===== src/rtl/id_ex_stage.sv =====
// ID/EX pipeline register with load-use hazard detection.
// Inserts one bubble per load-use dependency and counts the bubbles inserted.
module id_ex_stage #(
   parameter int DATA_W = 32,
   parameter int CNT_W  = 16
) (
   input  logic              clk,
   input  logic              rst_n,
   input  logic              flush,
   input  logic              hold,
   input  logic [31:0]       id_instr,
   input  logic [DATA_W-1:0] id_pc4,
   input  logic [DATA_W-1:0] id_rs_data,
   input  logic [DATA_W-1:0] id_rt_data,
   input  logic              id_R_Ibar_type,
   input  logic              id_MemtoReg,
   input  logic              id_RegWrite,
   input  logic              id_MemWrite,
   input  logic              id_MemRead,
   input  logic              id_Branch,
   input  logic              id_RegDst,
   input  logic [1:0]        id_Jump,
   input  logic [1:0]        id_ALUSrc,
   input  logic [1:0]        id_branch_type,
   input  logic [3:0]        id_ALU_ctrl,
   output logic              ex_R_Ibar_type,
   output logic              ex_MemtoReg,
   output logic              ex_RegWrite,
   output logic              ex_MemWrite,
   output logic              ex_MemRead,
   output logic              ex_Branch,
   output logic              ex_RegDst,
   output logic [1:0]        ex_Jump,
   output logic [1:0]        ex_ALUSrc,
   output logic [1:0]        ex_branch_type,
   output logic [3:0]        ex_ALU_ctrl,
   output logic [DATA_W-1:0] ex_rs_data,
   output logic [DATA_W-1:0] ex_rt_data,
   output logic [DATA_W-1:0] ex_pc4,
   output logic [15:0]       ex_imm,
   output logic [4:0]        ex_shamt,
   output logic [4:0]        ex_rs,
   output logic [4:0]        ex_rt,
   output logic [4:0]        ex_rd,
   output logic [4:0]        ex_wreg,
   output logic              ex_valid,
   output logic              hazard_stall,
   output logic [CNT_W-1:0]  bubble_count
);

   typedef struct packed {
      logic              rib;
      logic              m2r;
      logic              rw;
      logic              mw;
      logic              mr;
      logic              br;
      logic              rdst;
      logic [1:0]        jmp;
      logic [1:0]        alusrc;
      logic [1:0]        bt;
      logic [3:0]        alu;
      logic [DATA_W-1:0] rsd;
      logic [DATA_W-1:0] rtd;
      logic [DATA_W-1:0] pc4;
      logic [15:0]       imm;
      logic [4:0]        shamt;
      logic [4:0]        rs;
      logic [4:0]        rt;
      logic [4:0]        rd;
      logic [4:0]        wreg;
      logic              valid;
   } ex_t;

   ex_t             ex_q, ex_d, cap;
   logic [CNT_W-1:0] cnt_q, cnt_d;

   logic [5:0] op, fn;
   logic [4:0] id_rs, id_rt, id_rd;
   logic       rs_used, rt_used, load_ex, loaduse;

   assign op    = id_instr[31:26];
   assign fn    = id_instr[5:0];
   assign id_rs = id_instr[25:21];
   assign id_rt = id_instr[20:16];
   assign id_rd = id_instr[15:11];

   always_comb begin
      rt_used = 1'b0;
      rs_used = 1'b1;
      if (op == 6'b000000) begin
         rt_used = (fn != 6'b001000);
         rs_used = !(fn == 6'b000000 || fn == 6'b000010 ||
                     fn == 6'b000011);
      end else begin
         rt_used = (op == 6'b000100 || op == 6'b000101 ||
                    op == 6'b101011);
         rs_used = !(op == 6'b000010 || op == 6'b000011 ||
                     op == 6'b001111);
      end
   end

   // Only loads that actually write a nonzero register can cause a hazard
   assign load_ex = ex_q.valid & ex_q.m2r & ex_q.rw & (ex_q.wreg != 5'd0);
   assign loaduse = load_ex &
                    ((rs_used & (ex_q.wreg == id_rs)) |
                     (rt_used & (ex_q.wreg == id_rt)));
   assign hazard_stall = loaduse & ~flush & ~hold;

   always_comb begin
      cap.rib    = id_R_Ibar_type;
      cap.m2r    = id_MemtoReg;
      cap.rw     = id_RegWrite;
      cap.mw     = id_MemWrite;
      cap.mr     = id_MemRead;
      cap.br     = id_Branch;
      cap.rdst   = id_RegDst;
      cap.jmp    = id_Jump;
      cap.alusrc = id_ALUSrc;
      cap.bt     = id_branch_type;
      cap.alu    = id_ALU_ctrl;
      cap.rsd    = id_rs_data;
      cap.rtd    = id_rt_data;
      cap.pc4    = id_pc4;
      cap.imm    = id_instr[15:0];
      cap.shamt  = id_instr[10:6];
      cap.rs     = id_rs;
      cap.rt     = id_rt;
      cap.rd     = id_rd;
      cap.valid  = 1'b1;
      if (id_Jump == 2'b11) cap.wreg = 5'd31;
      else if (id_RegDst)   cap.wreg = id_rt;
      else                  cap.wreg = id_rd;
   end

   always_comb begin
      ex_d  = ex_q;
      cnt_d = cnt_q;
      if (flush) begin
         ex_d = '0;
      end else if (hold) begin
         ex_d = ex_q;
      end else if (loaduse) begin
         ex_d = '0;
         if (cnt_q != {CNT_W{1'b1}}) cnt_d = cnt_q + CNT_W'(1);
      end else begin
         ex_d = cap;
      end
   end

   always_ff @(posedge clk or negedge rst_n) begin
      if (!rst_n) begin
         ex_q  <= '0;
         cnt_q <= '0;
      end else begin
         ex_q  <= ex_d;
         cnt_q <= cnt_d;
      end
   end

   assign ex_R_Ibar_type = ex_q.rib;
   assign ex_MemtoReg    = ex_q.m2r;
   assign ex_RegWrite    = ex_q.rw;
   assign ex_MemWrite    = ex_q.mw;
   assign ex_MemRead     = ex_q.mr;
   assign ex_Branch      = ex_q.br;
   assign ex_RegDst      = ex_q.rdst;
   assign ex_Jump        = ex_q.jmp;
   assign ex_ALUSrc      = ex_q.alusrc;
   assign ex_branch_type = ex_q.bt;
   assign ex_ALU_ctrl    = ex_q.alu;
   assign ex_rs_data     = ex_q.rsd;
   assign ex_rt_data     = ex_q.rtd;
   assign ex_pc4         = ex_q.pc4;
   assign ex_imm         = ex_q.imm;
   assign ex_shamt       = ex_q.shamt;
   assign ex_rs          = ex_q.rs;
   assign ex_rt          = ex_q.rt;
   assign ex_rd          = ex_q.rd;
   assign ex_wreg        = ex_q.wreg;
   assign ex_valid       = ex_q.valid;
   assign bubble_count   = cnt_q;

endmodule


===== config.mk =====
export PLATFORM = sky130hd
export DESIGN_NAME = id_ex_stage
export DESIGN_NICKNAME = d
export VERILOG_FILES = /design/src/rtl/id_ex_stage.sv
export SDC_FILE = /design/constraint.sdc
export NUM_CORES = 1
export LEC_CHECK = 0
export CELL_PAD_IN_SITES_DETAIL_PLACEMENT = 1
export CELL_PAD_IN_SITES_GLOBAL_PLACEMENT = 2
export CORE_MARGIN = 2
export CORE_UTILIZATION = 38
export CTS_CLUSTER_DIAMETER = 150
export DETAILED_ROUTE_END_ITERATION = 8
export DONT_BUFFER_PORTS = 1
export GPL_ROUTABILITY_DRIVEN = 0
export GPL_TIMING_DRIVEN = 0
export PLACE_DENSITY = 0.84
export RECOVER_POWER = 50
export SYNTH_ARGS = -nofsm -noshare
export SYNTH_HDL_FRONTEND = slang
export SYNTH_SLANG_ARGS = --single-unit

===== constraint.sdc =====
create_clock -name clk -period 2.6 [get_ports clk]
set_clock_uncertainty 0.15 [all_clocks]
set_input_delay 0.39 -clock clk [delete_from_list [all_inputs] [get_ports clk]]
set_output_delay 0.39 -clock clk [all_outputs]
set_load 0.03 [all_outputs]

==> impl_results.md <==
- Area of placed instances: 6560 µm²
- Slew @ Worst Pin: 0.756 ns
- Via Count: 4,981
- Starting density of the core: 38.4%
- Setup Crit Path Kind: register to output port
- Status: finished, violations left
- Fin crit share: 107%
- Die W: 133 µm
- CTS tree: built
- CP arrival: 2.25 ns
- Max Used Layer: met4
- Total GRT Usage: 26.1%
- Metal-1 WL: 8530 µm
- Hold Path Class: input pin to asynchronous set/reset pin
- Final Power: 0.00621 W
- Drt first pass iters: 4
- TritonCTS Buffers: 17
- Largest net degree at the start of global routing: 162
- Antenna violations before repair: 1
- VDD IR-drop max: 0.438 mV
- Met2 routed WL: 12,200 µm
- Die height: 133 µm
- CTS clk-pin slew, worst paths: 0.07 ns
- # DRC: 0
- P&R area growth vs syn: 39.7%
- Type of origin of the critical path: register
- Max Buffers Root-to-Sink: 2
- Flop2flop setup slack: -0.08 ns
- Top Ports: 321
- R2r endpoint: ex_imm[1]
- Cell area after layout: 8780 µm²
- Failing checks: negative hold slack, negative setup slack
- Port bufs: 0
- Layout cells sized above 1: 12.8%
- Max-slew violation count: 0
- Slew Limit Headroom: 49.6%
- Vias/cell: 5.75
- Setup WS pre-CTS: -0.440 ns
- Pleak: 4.05 nW
- Clock latency on the worst-skew pair: 0.41 ns
- Total core area: 16,300 µm²
- DIE AREA: 17,600 µm²
- Std cell rows: 47
- Global-route wire length before repair: 34,800 µm
- Mapped Nets: 618
- Detail Route Antenna Nets: 0
- Reg-to-reg startpoint: ex_wreg[4]
- Final hold vios: 161
- HPWL after detailed placement: 13,800 µm
- CP Max Fanout: 5
- Mapped cell area: 6280 µm²
- PwrDens: 708 nW/µm²
- Minimum clock period: 2.79 ns
- Warnings from Yosys: 0
- Worst setup path endpoint: hazard_stall
- WL/cell: 26.4 µm
- Fmax: 0.358 GHz
- Final WL: 22,900 µm
- Total gr overflow: 0
- Post-Syn Area per Cell: 13.4 µm²
- Maxcap violations: 0
- #FFs+latches synth: 161
- Post-synth cell types: 38
- Vias in the first global route: 5,489
- Cts hold-fix bufs: 138
- Fin worst setup slack: -0.192 ns
- Final setup fails: 112
- RSZ-0062 raised after global routing: yes
- R2R depth: 10
- CP required: 2.06 ns
- Initial drt markers: 202
- CTS sink count: 161
- Seq/Total Area, Yosys: 64.1%
- Met3 WL: 1750 µm
- Cells after Synth: 468
- TNS Setup: -3.34 ns
- Clock Tree Root: clkbuf_16
- Layout Nets: 783
- Fin Hold WS: -0.479 ns
- Crit path launch: ex_wreg[4]
- CP Capture Type: output port
- CTS HTree Levels: 4
[power breakdown]
| group | leakage, nW | switching, W | total [W] | internal (W) |
|---|---|---|---|---|
| Sequential | 2.14 | 0.000399 | 0.00303 | 0.00263 |
| Clock | 0.293 | 0.00108 | 0.00264 | 0.00156 |
| Combinational | 1.62 | 0.000235 | 0.000541 | 0.000306 |
[cell usage in the layout, fill, tap and decap left out, types with 2 or more instances in the layout]
cell           instances
bufinv_16              3
mux2i_1                5
buf_4                 19
nor2_1                 2
a22o_1               144
o21ai_0                3
nand4_1                5
xnor2_2                4
dlygate4sd3_1        138
and3_1                 3
dfrtp_2                5
nor4_1                 5
clkbuf_16             18
and4_1                 2
nand3_1               12
inv_1                  2
buf_2                  3
inv_6                  5
clkbuf_1              18
nand2_1               23
a21oi_1                2
xnor2_1               16
dfrtp_1              156
xor2_1                 4
buf_6                 10
clkinvlp_4             3
nor3_1                11
[cells in the mapped netlist, drive strengths merged]
| cell | number | area share (%) |
|---|---|---|
| xor2 | 4 | 0.56 |
| inv | 3 | 0.18 |
| and3 | 4 | 0.40 |
| nand3 | 12 | 0.96 |
| a41oi | 1 | 0.14 |
| o2111ai | 1 | 0.14 |
| nand2 | 23 | 1.4 |
| mux2i | 5 | 0.80 |
| a22o | 144 | 20 |
| nor4b | 1 | 0.14 |
| xnor2 | 20 | 2.8 |
| or2 | 1 | 0.10 |
| mux2 | 1 | 0.18 |
| and4 | 2 | 0.28 |
| a21oi | 3 | 0.42 |
| and2 | 1 | 0.10 |
| a21o | 1 | 0.12 |
| or4 | 1 | 0.12 |
| or3 | 1 | 0.10 |
| nor3b | 1 | 0.12 |
| ha | 1 | 0.20 |
| o22ai | 1 | 0.20 |
| buf | 27 | 2.6 |
| clkbuf | 18 | 1.1 |
| dfrtp | 161 | 64 |
| a32o | 1 | 0.16 |
| nand4 | 5 | 0.50 |
| nor2b | 1 | 0.10 |
| nor4 | 5 | 0.50 |
| nor2 | 2 | 0.12 |
| a2111oi | 1 | 0.14 |
| nor3 | 12 | 0.96 |
| o21ai | 3 | 0.24 |
[sequential cells by signal (all words and copies together) (netlist names)]
signal          flops
ex_pc4             32
ex_rs_data         32
ex_rt_data         32
bubble_count       16
ex_imm             16
ex_rs               5
ex_rt               5
ex_wreg             5
ex_ALU_ctrl         4
ex_ALUSrc           2
ex_Jump             2
ex_branch_type      2
ex_Branch           1
ex_MemRead          1
ex_MemWrite         1
ex_MemtoReg         1
ex_R_Ibar_type      1
ex_RegDst           1
ex_RegWrite         1
ex_valid            1
[per-layer routing]
| layer | vias up | GRT usage (%) |
|---|---|---|
| li1 | 2097 | - |
| met1 | 2607 | 29.6 |
| met2 | 246 | 46.7 |
| met3 | 31 | 8.05 |
| met4 | 0 | 9.02 |
| met5 | - | 0 |
[cell type report]
cell class	count	area (µm²)
Fill cell	1638	7570
Tap cell	220	275
Buffer	45	297
Clock buffer	19	443
Sequential cell	161	4040
Clock inverter	13	173
Inverter	3	11.3
Antenna cell	1	2.50
Timing Repair Buffer	146	1470
Multi-Input combinational cell	259	2070
[how the worst min path moves through the flow]
stage                                  to  slack (ns)  cells after the start
after floorplan           bubble_count[0]       -0.06                      0
after global placement          ex_imm[3]       -0.05                      0
after detailed placement        ex_imm[3]       -0.05                      0
after CTS                       ex_imm[3]       -0.50                      0
after global routing            ex_imm[6]       -0.50                      0
final                           ex_imm[3]       -0.48                      0
[critical path: stages (launching register included)]
cell and delay [ns]:
dfrtp_2 0.58, xnor2_2 0.16, nand4_1 0.15, or3_4 0.41
o22ai_4 0.17, buf_6 0.13, and3_4 0.23
[cells by family after synthesis]
group / count (synthesis) / synth area share (%)
xor+xnor: 24 / 3.35
flops: 161 / 64.1
fa+ha+maj: 1 / 0.199
compound gates: 156 / 21.6
simple gates: 72 / 5.85
mux: 6 / 0.976
buf+inv: 48 / 3.88
[metrics by stage]
stage	hold slack, ns	utilization [%]	std cells
final	-0.479	53.7	867
after detailed placement	-0.0532	40.2	688
after global routing	-0.499	53.7	867
after CTS	-0.504	52.9	862
after global placement	-0.0528	40.2	688
after floorplan	-0.0556	-	468
[timing repair]
action	CTS	global route
resized for setup	11	37
endpoints found under the setup margin	157	132
pin swaps	5	2
hold endpoints to repair	299	161
gates cloned	0	1
setup buffers	4	3
Power figures use the tool's default switching activity.
